<file path="config.mk">
export PLATFORM = sky130hd
export DESIGN_NAME = wide_word_unpacker
export DESIGN_NICKNAME = d
export VERILOG_FILES = /design/src/rtl/wide_word_unpacker.sv
export SDC_FILE = /design/constraint.sdc
export NUM_CORES = 1
export LEC_CHECK = 0
export BUFFER_PORTS_ARGS = -buffer_cell sky130_fd_sc_hd__buf_2
export CAP_MARGIN = 20
export CORE_MARGIN = 1
export CORE_UTILIZATION = 54
export DETAILED_ROUTE_END_ITERATION = 6
export PLACE_DENSITY_LB_ADDON = 0.12
export SLEW_MARGIN = 15
export SYNTH_ARGS = -nofsm -noshare
export SYNTH_HDL_FRONTEND = slang
export SYNTH_SLANG_ARGS = --single-unit
</file>
<file path="constraint.sdc">
create_clock -name clk -period 7.9 [get_ports clk]
set_input_delay 0 -clock clk [delete_from_list [all_inputs] [get_ports clk]]
set_output_delay 0 -clock clk [all_outputs]
set_load 0.01 [all_outputs]
</file>
<file path="src/rtl/wide_word_unpacker.sv">
// wide_word_unpacker
//
// Splits one wide packed word into N narrow chunks and replays them, most-significant chunk
// first, on a narrow valid/ready stream. The word is captured into a hold register on the
// input handshake. The first chunk is presented in the following cycle. When a new word is
// offered on the last beat, it is captured without an idle cycle between words.
//
// Parameters:
//   IN_W   width of the packed input word (integer multiple of OUT_W)
//   OUT_W  width of each output chunk
//   N      chunks per word (derived, IN_W/OUT_W, must be >= 2)
//
// Ports:
//   clk        rising-edge clock
//   rst        asynchronous active-high reset
//   in_data    packed input word
//   in_valid   in_data is valid
//   in_ready   a word can be accepted this cycle (combinational from out_ready and rst)
//   out_data   current chunk (0 when not valid)
//   out_valid  out_data is valid
//   out_ready  consumer accepts the current chunk
//   out_last   current chunk is chunk N-1 of the word
//   out_idx    index of the current chunk, 0 = most-significant
//   out_par    (only with WIDE_UNPACK_PARITY_EN) even parity over out_data
//
// Optional feature macro: WIDE_UNPACK_PARITY_EN adds the out_par port.

`timescale 1ns / 1ps

module wide_word_unpacker #(
    parameter int IN_W  = 256,
    parameter int OUT_W = 64,
    localparam int N    = IN_W / OUT_W,
    localparam int IdxW = (N > 1) ? $clog2(N) : 1
) (
    input  logic              clk,
    input  logic              rst,
    input  logic [IN_W-1:0]   in_data,
    input  logic              in_valid,
    output logic              in_ready,
    output logic [OUT_W-1:0]  out_data,
    output logic              out_valid,
    input  logic              out_ready,
    output logic              out_last,
    output logic [IdxW-1:0]   out_idx
`ifdef WIDE_UNPACK_PARITY_EN
    ,
    output logic              out_par
`endif
);

    localparam logic [IdxW-1:0] LastIdx = IdxW'(N - 1);

    typedef enum logic [0:0] {
        StIdle,
        StSend
    } state_e;

    state_e            state_q, state_d;
    logic [IdxW-1:0]   idx_q, idx_d;
    logic [IN_W-1:0]   hold_q, hold_d;

    logic              is_send;
    logic              is_last;
    logic              accept_in;
    logic              beat;
    logic [OUT_W-1:0]  chunk;

    // ------------------------------------------------------------------
    // Status and handshakes
    // ------------------------------------------------------------------
    assign is_send   = (state_q == StSend);
    assign is_last   = is_send && (idx_q == LastIdx);
    assign beat      = is_send && out_ready;
    // A new word is accepted when idle, or on the final beat so words stream without a bubble.
    assign in_ready  = !rst && (!is_send || (is_last && out_ready));
    assign accept_in = in_valid && in_ready;

    // ------------------------------------------------------------------
    // Chunk select: chunk i occupies hold[IN_W-1-i*OUT_W -: OUT_W]
    // ------------------------------------------------------------------
    always_comb begin
        chunk = '0;
        for (int i = 0; i < N; i++) begin
            if (idx_q == IdxW'(i)) begin
                chunk = hold_q[IN_W-1-i*OUT_W -: OUT_W];
            end
        end
    end

    // ------------------------------------------------------------------
    // Outputs: driven only from registered state, so they hold under backpressure
    // ------------------------------------------------------------------
    always_comb begin
        out_valid = is_send;
        out_last  = is_last;
        out_idx   = is_send ? idx_q : '0;
        out_data  = is_send ? chunk : '0;
    end

`ifdef WIDE_UNPACK_PARITY_EN
    assign out_par = ^out_data;
`endif

    // ------------------------------------------------------------------
    // Next-state logic
    // ------------------------------------------------------------------
    always_comb begin
        state_d = state_q;
        idx_d   = idx_q;
        hold_d  = hold_q;

        unique case (state_q)
            StIdle: begin
                if (accept_in) begin
                    hold_d  = in_data;
                    idx_d   = '0;
                    state_d = StSend;
                end
            end

            StSend: begin
                if (beat) begin
                    if (!is_last) begin
                        idx_d = idx_q + IdxW'(1);
                    end else if (accept_in) begin
                        // Back-to-back word: restart at chunk 0 without leaving StSend.
                        hold_d = in_data;
                        idx_d  = '0;
                    end else begin
                        idx_d   = '0;
                        state_d = StIdle;
                    end
                end
            end

            default: begin
                state_d = StIdle;
                idx_d   = '0;
            end
        endcase
    end

    // ------------------------------------------------------------------
    // State registers
    // ------------------------------------------------------------------
    always_ff @(posedge clk or posedge rst) begin
        if (rst) begin
            state_q <= StIdle;
            idx_q   <= '0;
            hold_q  <= '0;
        end else begin
            state_q <= state_d;
            idx_q   <= idx_d;
            hold_q  <= hold_d;
        end
    end

    // ------------------------------------------------------------------
    // Invariants
    // ------------------------------------------------------------------
`ifndef SYNTHESIS
    a_idx_bound : assert property (@(posedge clk) disable iff (rst) idx_q <= LastIdx);

    a_hold_stable : assert property (@(posedge clk) disable iff (rst)
        (out_valid && !out_ready) |=> (out_valid && $stable(out_data) && $stable(out_idx)));
`endif

endmodule

</file>
# After elaboration in Yosys (flattened, before gate mapping)

Cells that the tools add are included.
W data, S select, Z words.

Bits in read-only memories: 0
Register bits after elaboration: 259
Bits in writable memories: 0
Logic and storage cells: 40
Output and inout port bits: 69
Latch bits: 0
Memories kept: 0

$add $sub $neg: 1
Bitwise operators: 1
Equality and inequality tests: 6
Div/mod/pow operators: 0
Multipliers: 0
$lt $le $gt $ge: 0
Multiplexer cells: 18
Reduce and logical (&&, ||, !) cells: 11
Shift operators: 0

Operators with widths:

| cell                  | count |
|---|---|
| $mux W256             | 3 |
| $pmux W256 S2         | 1 |
| $mux W64              | 5 |
| $mux W2               | 4 |
| $logic_and A1 B1 Y1   | 5 |
| $eq A2 B2 Y1 const B  | 2 |
| $ne A2 B1 Y1 const B  | 2 |
| $pmux W2 S2           | 1 |
| $reduce_and A2 Y1     | 2 |
| $mux W1               | 3 |
| $add A2 B1 Y2 const B | 1 |
| $eq A2 B1 Y1 const B  | 1 |
| $logic_not A1 Y1      | 2 |
| $logic_not A2 Y1      | 1 |
| $ne A2 B2 Y1 const B  | 1 |
| $pmux W1 S2           | 1 |
| $logic_or A1 B1 Y1    | 1 |
| $not A1 Y1            | 1 |

# Depth between registers and ports, before layout

Gate-level depths: netlist of run 1.

Depth in word-level cells: 10
Mapped depth: 7
Gate-level depth less buffers: 5

# Least setup slack after synthesis of run 1

OpenSTA, ideal clock, no wires.

Path type: input port to flip-flop
Start point: in rst
End point: reg state_q, in the netlist out_valid
Path slack: 2.163 ns
Stages: 2
Setup time: 0.089 ns
Arrival: 5.648 ns
Path buffers: 0
Cells stage by stage: inv_1 a21o_1

Cells in the longest elaborated chain, start to end: 7

Ends and longest elaborated chain:

| element                        | line     | text |
|---|---|---|
| from (decl)                    | 37       | `input logic rst,` |
| $logic_not A1 Y1 (no line) (*) | --       |  |
| $logic_and A1 B1 Y1 (*)        | 76       | `assign in_ready = !rst && (!is_send \|\| (is_last && out_ready));` |
| $logic_and A1 B1 Y1 (*)        | 77       | `assign accept_in = in_valid && in_ready;` |
| $mux W1 (*)                    | 115, 126 |  |
| $mux W1                        | 124      | `if (!is_last) begin` |
| $mux W1                        | 123      | `if (beat) begin` |
| $pmux W1 S2 (*)                | 113      | `unique case (state_q)` |
| via state_d                    | 59       | `state_e state_q, state_d;` |
| to (signal assigned)           | 149      | `state_q <= StIdle;` |
| to (signal assigned)           | 153      | `state_q <= state_d;` |
| to (decl)                      | 59       |  |

The timed path passes the listed nets; every way through them passes the cells marked *.
A chain may end at the register's enable or synchronous reset.

# Final worst setup path of run 1

Start point: reg idx_q[0]
End point: reg hold_q[79]

Cells in the longest elaborated chain, start to end: 10

Ends and longest elaborated chain:

| element                 | line | text |
|---|---|---|
| from (decl)             | 60   | `logic [IdxW-1:0] idx_q, idx_d;` |
| from (signal assigned)  | 154  | `idx_q <= idx_d;` |
| $eq A2 B2 Y1 (*)        | 73   | `assign is_last = is_send && (idx_q == LastIdx);` |
| $logic_and A1 B1 Y1 (*) | 73   |  |
| $logic_and A1 B1 Y1     | 76   |  |
| $logic_or A1 B1 Y1      | 76   |  |
| $logic_and A1 B1 Y1     | 76   |  |
| $logic_and A1 B1 Y1     | 77   |  |
| $mux W256 (3 in series) | --   |  |
| $pmux W256 S2           | --   |  |
| to (signal assigned)    | 155  | `hold_q <= hold_d;` |
| to (decl)               | 61   | `logic [IN_W-1:0] hold_q, hold_d;` |

Every way passes the cells marked *; elsewhere a longest branch is shown, timed or not. The select of a mux whose other input is x is not followed.

==> impl_metrics.json, run 1 <==
{
  "ys_ff_latch": 259,
  "cp-end-kind": "register",
  "dr.pass1.iters": 5,
  "netlist_area_sq_um": 12800,
  "tightest_slew_ns": 1.06,
  "synth_flop_cell": "dfrtp_1",
  "rsz0062_at_grt": "no",
  "maxSlewViolCount": 0,
  "grt_first_pass_wirelength_mm": 57.7,
  "fin_area_sq_um": 17800,
  "antenna_found_initial": 2,
  "die_h_microns": 156,
  "ys_warn_count": 0,
  "core_sq_um": 22900,
  "cts.sinks": 259,
  "rr_worst_depth": 6,
  "portBuffers": 328,
  "placed_area_sq_um": 14300,
  "grt_max_degree": 139,
  "critPathMaxFanout": 58,
  "period_minus_slack_ns": 3.35,
  "fin_util": 0.777,
  "postRouteWirelength_mm": 37.0,
  "worstHoldPathType": "primary input to register",
  "synthTopCellsByCount": "259 x dfrtp_1, 240 x mux2_4, 129 x o21ai_0",
  "critical_path_arrival_ns": 3.76,
  "ys_types": 24,
  "total_power_mw": 6.81,
  "layout.area.seq_sq_um": 6480,
  "period_share": 0.424,
  "ctsResizeCount": 0,
  "hold_depth": 3,
  "initial_utilization": 0.557,
  "startpoint_type": "register",
  "detail-route-antenna-nets": 0,
  "p_per_area_nw_per_um2": 382,
  "row_count": 55,
  "vias": 9750,
  "synth_area_leaders": "dfrtp_1 51%, mux2_4 28%, o21ai_0 5.1%",
  "status": "finished, final reports clean",
  "clk_pin_slew_ns": 0.06,
  "skew_ns": 0.0123,
  "postSynthAreaPerCell_sq_um": 14.2,
  "tns_ns": 0,
  "insertion_delay_ns": 0.54,
  "final_nets": 1723,
  "die_w_microns": 156,
  "numCtsBuffers": 29,
  "ioPinCount": 329,
  "wl_per_cell_microns": 20.6,
  "synth_edf_count": 0,
  "multi_input_area_sq_um": 5620,
  "yosysTopAreaCellShare": 0.508,
  "place_hpwl_mm": 19.8,
  "dieArea_sq_um": 24200,
  "max-vdd-ir-drop_v": 0.000228,
  "cts.hold.buffers_added": 260,
  "cts_tree": "built",
  "crit_type": "register to register",
  "syn_nets": 1163,
  "syn_inst": 899,
  "fill_cells": 1404,
  "clockRootBuffer": "clkbuf_16",
  "synth_top_cell_by_area": "dfrtp_1",
  "setup-violations-final": 0,
  "drive_gt1_frac": 0.439,
  "drv_cap": 0,
  "post-synth-top-count-cell": "dfrtp_1",
  "relSlewSlack": 0.291,
  "grt-ovfl-total": 0,
  "drtIter0Drc": 559,
  "p_leak_nw": 8.32,
  "drc": 0,
  "gp_congestion": 0.787,
  "max_freq_ghz": 0.298,
  "htreeDepth": 1,
  "async_flop_share": 1.00,
  "grt_pass1_vias": 10600,
  "track_usage": 0.307,
  "required_ns": 8.31,
  "area_growth_pct": 39.6,
  "vias_per_cell": 5.43,
  "cts.path.max_buffers": 3,
  "ys_seq_area_frac": 0.508,
  "postCtsSetupRepairBufs": 0,
  "hold_violations": 0
}
[per-stage QoR]
| stage | hold WS (ns) | instances | setup WS (ns) |
|---|---|---|---|
| finish | 0.227 | 1794 | 4.55 |
| CTS | 0.204 | 1792 | 4.62 |
| global route | 0.216 | 1794 | 4.41 |
| global placement | 0.223 | 1481 | 4.71 |
| detailed placement | 0.230 | 1481 | 4.63 |
| floorplan | 0.0475 | 899 | 0.754 |
[placed cells by master (no fill, tap or decap), types with 4 or more instances in the layout]
master / count
dfrtp_1: 259
dlygate4sd3_1: 260
buf_2: 328
nor2b_1: 29
buf_4: 13
clkbuf_1: 7
nand2_1: 66
a221oi_1: 63
o21ai_0: 129
clkinv_2: 4
clkbuf_16: 29
mux2_2: 16
clkbuf_8: 8
mux2_4: 240
[path summary, 6_finish.rpt]
check | start | end | slack, ns
min | in_data[231] | hold_q[231] | 0.23
max reg2reg | idx_q[0] | hold_q[79] | 4.55
min reg2reg | hold_q[90] | hold_q[90] | 0.50
max in group asynchronous | rst | hold_q[91] | 6.04
min in group asynchronous | rst | hold_q[105] | 0.28
max | idx_q[0] | hold_q[79] | 4.55
[layer usage]
layer	share of wire	routed length (microns)	vias up	global-route usage
met4	0.030	1100	0	0.109
met1	0.41	15200	4971	0.382
met2	0.50	18600	324	0.532
li1	-	-	4378	-
met3	0.056	2080	77	0.0592
met5	0	0	-	0
[kinds of logic after synthesis]
group	synth area share
flops	0.508
mux	0.297
compound gates	0.0978
simple gates	0.0391
buf+inv	0.0539
fa+ha+maj	0.00392
xor+xnor	0.000687
[layout make-up]
type	instances	area share
Tap cell	313	0.0220
Clock buffer	44	0.0484
Antenna cell	2	0.000281
Sequential cell	259	0.364
Clock inverter	7	0.00513
Timing Repair Buffer	601	0.244
Inverter	4	0.00126
Multi-Input combinational cell	564	0.315
[flip-flops by register name, indices dropped and copies added, names as in the netlist]
register,flops
out_valid,1
idx_q,2
hold_q,256
[critical path, cell delays in order, from the launching register on]
cell	delay [ns]
dfrtp_1	0.51
ha_1	0.35
a21boi_4	0.11
nor2_4	0.11
buf_4	0.80
buf_4	0.83
mux2_2	0.42
[where the power goes]
part | switching (mW) | leakage (nW) | internal, mW | total, mW
clock network | 0.538 | 0.473 | 0.812 | 1.35
logic | 1.40 | 4.73 | 1.66 | 3.05
registers | 0.410 | 3.12 | 2.00 | 2.41
total | 2.34 | 8.32 | 4.47 | 6.81
Power figures use the tool's default switching activity.
==> run 2: changes to the inputs <==
- CORE_UTILIZATION: 54 -> 48
- clock period: 7.9 -> 2.7 ns (I/O delays scaled with it)
==> impl_metrics.json, run 2 (same netlist as run 1, synthesis figures left out) <==
{
  "die_w_microns": 165,
  "path_cells": "ha_1 > and2_2 > buf_4 > nand2_1 > o21ai_0 > buf_2",
  "cp-end-kind": "output port",
  "die_h_microns": 165,
  "drv_cap": 0,
  "wl_per_cell_microns": 20.3,
  "whs_ns": 0.126,
  "place_hpwl_mm": 20.5,
  "slowest_delay_ns": 0.49,
  "path_delay_family": "buffers and inverters",
  "max_freq_ghz": 0.397,
  "clockRootBuffer": "clkbuf_16",
  "row_count": 59,
  "fin_util": 0.698,
  "antenna_found_initial": 2,
  "initial_utilization": 0.490,
  "period_minus_slack_ns": 2.52,
  "startpoint_type": "register",
  "postRouteWirelength_mm": 37.1,
  "grt_first_pass_wirelength_mm": 56.3,
  "portBuffers": 328,
  "tightest_slew_ns": 0.618,
  "grt_pass1_vias": 10500,
  "dieArea_sq_um": 27200,
  "skew_ns": 0.00713,
  "total_power_mw": 20.4,
  "crit_type": "register to output port",
  "largest_reg_flops": 256,
  "cts.sinks": 259,
  "maxSlewViolCount": 0,
  "worstHoldPathType": "primary input to asynchronous set/reset pin",
  "regMostFlops": "hold_q",
  "track_usage": 0.266,
  "grt-ovfl-total": 0,
  "vias_per_cell": 5.28,
  "insertion_delay_ns": 0.53,
  "relSlewSlack": 0.587,
  "p_per_area_nw_per_um2": 1120,
  "fill_cells": 1754,
  "rsz0062_at_grt": "no",
  "final_common_cell": "buf_2",
  "setup-violations-final": 0,
  "final_nets": 1740,
  "htreeDepth": 1,
  "drtIter0Drc": 589,
  "gp_congestion": 0.773,
  "hold_violations": 0,
  "numCtsBuffers": 29,
  "drive_gt1_frac": 0.448,
  "cts_tree": "built",
  "required_ns": 2.70,
  "clk_pin_slew_ns": 0.06,
  "dr.pass1.iters": 5,
  "vias": 9665,
  "p_leak_nw": 8.47,
  "worst_path_max_delay_cell": "dfrtp_1",
  "ioPinCount": 329,
  "cts.path.max_buffers": 3,
  "critical_path_arrival_ns": 2.52,
  "max-vdd-ir-drop_v": 0.000832,
  "critPathMaxFanout": 38,
  "period_share": 0.933,
  "area_growth_pct": 42.7,
  "core_sq_um": 26100,
  "status": "finished, final reports clean",
  "detail-route-antenna-nets": 0,
  "critPathBufInv": 2,
  "drc": 0,
  "grt_max_degree": 95,
  "final_cell_mix": "328 x buf_2, 260 x dlygate4sd3_1, 259 x dfrtp_1, 240 x mux2_4, 129 x o21ai_0"
}
==> run 2: cell types whose count changed in the layout (fill, tap and decap cells not counted), sizes merged <==
| cell | change |
|---|---|
| buf | +15 |
| clkinvlp | +3 |
| clkbuf | -2 |
| inv | -2 |
| bufinv | +1 |
| clkinv | -1 |
| nor2b | +1 |
==> run 2: power breakdown <==
group	internal [mW]	total (mW)	switching, mW	leakage [nW]
sequential	5.85	7.03	1.19	3.12
clock	2.50	4.07	1.57	0.486
combinational	5.09	9.27	4.18	4.87
==> run 2: final timing paths <==
| check | from | end | slack, ns | depth (start not counted) |
|---|---|---|---|---|
| worst max register to register | idx_q[0] | hold_q[124] | 0.47 | 6 |
| min in group clk | in_data[50] | hold_q[50] | 0.22 | 3 |
| max in group asynchronous | rst | hold_q[21] | 1.69 | 4 |
| worst max-delay path | idx_q[0] | out_data[24] | 0.18 | 6 |
| worst min register to register | hold_q[231] | hold_q[231] | 0.50 | 1 |
| worst min-delay path | rst | hold_q[34] | 0.13 | 3 |
==> run 2: layer usage <==
layer,vias up,global-route usage,share of wire
met2,347,0.445,0.49
met4,0,0.0897,0.028
met1,4831,0.346,0.42
met5,-,0,0
li1,4409,-,-
met3,78,0.0497,0.061
==> run 2: area by class of cell <==
class / count / area [sq um] / area share
repair buffers: 617 / 4650 / 0.255
clock buffers: 41 / 871 / 0.0478
diodes: 2 / 5.00 / 0.000275
multi-input cells: 565 / 5630 / 0.310
well taps: 335 / 419 / 0.0230
inverters: 4 / 21.3 / 0.00117
clock inverters: 8 / 120 / 0.00660
flip-flops and latches: 259 / 6480 / 0.356
==> run 2: what timing repair did <==
item / CTS / global route
gates cloned: 1 / 1
endpoints found under the setup margin: 34 / 16
hold endpoints to repair: 280 / 0
hold buffers: 260 / 0
setup buffers: 0 / 3
resized for setup: 1 / 3
==> run 2: worst min-delay path: stages <==
cell and delay [ns]:
dlygate4sd3_1 0.54, buf_2 0.15, clkinvlp_4 0.42
==> run 2: through the flow <==
stage / instances / TNS [ns] / setup slack [ns] / area [sq um]
after floorplan: 899 / -188.87 / -1.58 / 12800
after global placement: 1515 / 0 / 0.522 / 14500
after detailed placement: 1515 / 0 / 0.482 / 14500
after CTS: 1825 / 0 / 0.0503 / 18100
after global routing: 1831 / 0 / 0.0361 / 18200
final: 1831 / 0 / 0.181 / 18200
==> run 3: changes to the inputs <==
- ABC_AREA: unset -> 1
- CORE_UTILIZATION: 48 -> 49
==> impl_metrics.json, run 3 <==
{
  "status": "finished with violations",
  "violations": "DRC",
  "critical_path.endpoint": "hold_q[243]",
  "synth_flop_cell": "dfrtp_1",
  "rsz0062_at_grt": "no",
  "syn_nets": 1994,
  "grt-ovfl-total": 0,
  "max-vdd-ir-drop_v": 0.000572,
  "skew_ns": 0.00949,
  "timing.rr.end": "hold_q[243]",
  "r2r_start": "idx_q[0]",
  "dr.pass1.iters": 7,
  "drc": 38,
  "final_cell_mix": "777 x nand2_1, 327 x buf_2, 297 x dlygate4sd3_1, 259 x dfrtp_1, 257 x nand4_1",
  "tns_ns": 0,
  "htreeDepth": 1,
  "regMostFlops": "hold_q",
  "critPathMaxFanout": 147,
  "postRouteWirelength_mm": 45.1,
  "relSlewSlack": 0.450,
  "startpoint_type": "primary input",
  "drtIter0Drc": 1608,
  "crit_type": "primary input to register",
  "hold_violations": 0,
  "ys_warn_count": 0,
  "yosysTopAreaCellShare": 0.494,
  "ctsResizeCount": 0,
  "antenna_found_initial": 1,
  "ys_types": 17,
  "async_flop_share": 1.00,
  "maxSlewViolCount": 0,
  "postSynthAreaPerCell_sq_um": 7.59,
  "r2r_slack_ns": 0.33,
  "final_nets": 2518,
  "netlist_area_sq_um": 13100,
  "final_common_cell": "nand2_1",
  "worstHoldPathType": "primary input to register",
  "place_hpwl_mm": 23.6,
  "vias_per_cell": 5.55,
  "path_cells": "dlygate4sd3_1 > buf_2 > dlygate4sd3_1 > inv_8 > buf_12 > nand4_1 > dlygate4sd3_1 > nand2_1",
  "ys_seq_area_frac": 0.494,
  "cts.sinks": 259,
  "clockRootBuffer": "clkbuf_16",
  "clk_pin_slew_ns": 0.06,
  "area_growth_pct": 42.9,
  "cts_tree": "built",
  "dp.cells": 2261,
  "grt_first_pass_wirelength_mm": 73.4,
  "cp_common_cell": "dlygate4sd3_1",
  "gp_congestion": 0.812,
  "insertion_delay_ns": 0.54,
  "dieArea_sq_um": 27500,
  "max_freq_ghz": 0.398,
  "largest_reg_flops": 256,
  "track_usage": 0.327,
  "detail-route-antenna-nets": 0,
  "portBuffers": 328,
  "initial_utilization": 0.501,
  "cp-end-kind": "register",
  "worst_path_max_delay_cell": "dlygate4sd3_1",
  "vias": 14500,
  "grt_pass1_vias": 14200,
  "period_minus_slack_ns": 2.51,
  "rr_worst_depth": 7,
  "critical_path_arrival_ns": 2.99,
  "cp.depth": 8,
  "required_ns": 3.18,
  "post-synth-top-count-cell": "nand2_1",
  "drive_gt1_frac": 0.182,
  "tightest_slew_ns": 0.825,
  "synthTopCellsByCount": "778 x nand2_1, 259 x dfrtp_1, 257 x nand4_1",
  "core_sq_um": 26200,
  "grt_max_degree": 148,
  "wl_per_cell_microns": 17.3,
  "slowest_delay_ns": 0.62,
  "path_delay_family": "buffers and inverters",
  "fill_cells": 1987,
  "critPathBufInv": 6,
  "die_h_microns": 166,
  "row_count": 59,
  "die_w_microns": 166,
  "drv_cap": 0,
  "synth_area_leaders": "dfrtp_1 49%, nand2_1 22%, nand4_1 12%",
  "synth_edf_count": 0,
  "fin_cells": 2611,
  "p_per_area_nw_per_um2": 1070,
  "synth_top_cell_by_area": "dfrtp_1",
  "crit_path_start": "rst",
  "setup-violations-final": 0,
  "p_leak_nw": 9.97,
  "ioPinCount": 329,
  "cts.path.max_buffers": 3,
  "period_share": 0.930,
  "syn_inst": 1730,
  "ys_ff_latch": 259,
  "numCtsBuffers": 29
}
run 3: changes by cell type after synthesis, sizes merged, moves of 2 or more:
| cell | change |
|---|---|
| nor2 | +125 |
| a21oi | +63 |
| o21ai | -129 |
| buf | +75 |
| nand2 | +713 |
| clkbuf | +13 |
| inv | +6 |
| nand4 | +257 |
| nor2b | -31 |
| a221oi | -63 |
| nand2b | -2 |
| mux2 | -256 |
| and2 | -3 |
| nand3 | +68 |
run 3: metal layers:
layer / GRT usage / vias up / part of all wire
li1: - / 6773 / -
met1: 0.435 / 6853 / 0.41
met2: 0.525 / 704 / 0.48
met3: 0.0559 / 159 / 0.074
met4: 0.148 / 0 / 0.044
met5: 0 / - / 0
run 3: worst min path at each step:
stage,from,endpoint,slack [ns],cells after the start
3_3_place_gp,rst,hold_q[205],-0.03,2
5_1_grt,in_data[6],hold_q[6],0.26,4
4_1_cts,in_data[100],hold_q[100],0.23,4
2_1_floorplan,out_ready,idx_q[0],0.15,2
3_5_place_dp,rst,hold_q[141],-0.03,2
6_report,in_data[199],hold_q[199],0.25,4
run 3: power by group:
| group | internal (mW) | leakage (nW) | switching (mW) |
|---|---|---|---|
| Clock | 2.79 | 0.528 | 1.61 |
| Sequential | 5.86 | 3.22 | 1.12 |
| Combinational | 3.10 | 6.22 | 5.54 |
run 3: timing repair:
item	in CTS	in global routing
hold buffers	297	0
hold endpoints to repair	517	0
setup buffers	0	0
run 3: area by class of cell:
class	count	area, sq um	area share
inverter	10	45.0	0.00240
tap	335	419	0.0223
clock buffer	39	823	0.0439
antenna	1	2.50	0.000133
sequential	259	6480	0.345
clock inverter	13	244	0.0130
timing repair buffer	653	4980	0.266
multi-input combinational	1301	5770	0.307
run 3: kinds of logic after synthesis:
kind of cell               synth area share
adders and majority gates           0.00381
and+or+nand+nor                       0.409
buffers and inverters                0.0688
DFF                                   0.494
AOI/OAI and AO/OA                    0.0244
run 3: worst min-delay path: cells and delay by family:
family	cells	cell delay [ns]
and+or+nand+nor	2	0.15
buffers and inverters	2	0.61
run 3: per-stage QoR:
stage | hold WS (ns) | setup slack (ns) | cell area [sq um] | utilization | power (mW)
2_1_floorplan | 0.146 | 0.0509 | 13100 | - | 12.4
3_3_place_gp | -0.0281 | 0.823 | 14700 | 0.562 | 14.9
3_5_place_dp | -0.0275 | 0.813 | 14700 | 0.562 | 15.1
4_1_cts | 0.228 | 0.228 | 18800 | 0.716 | 19.9
5_1_grt | 0.263 | 0.0775 | 18800 | 0.716 | 21.5
6_report | 0.252 | 0.190 | 18800 | 0.716 | 20.0
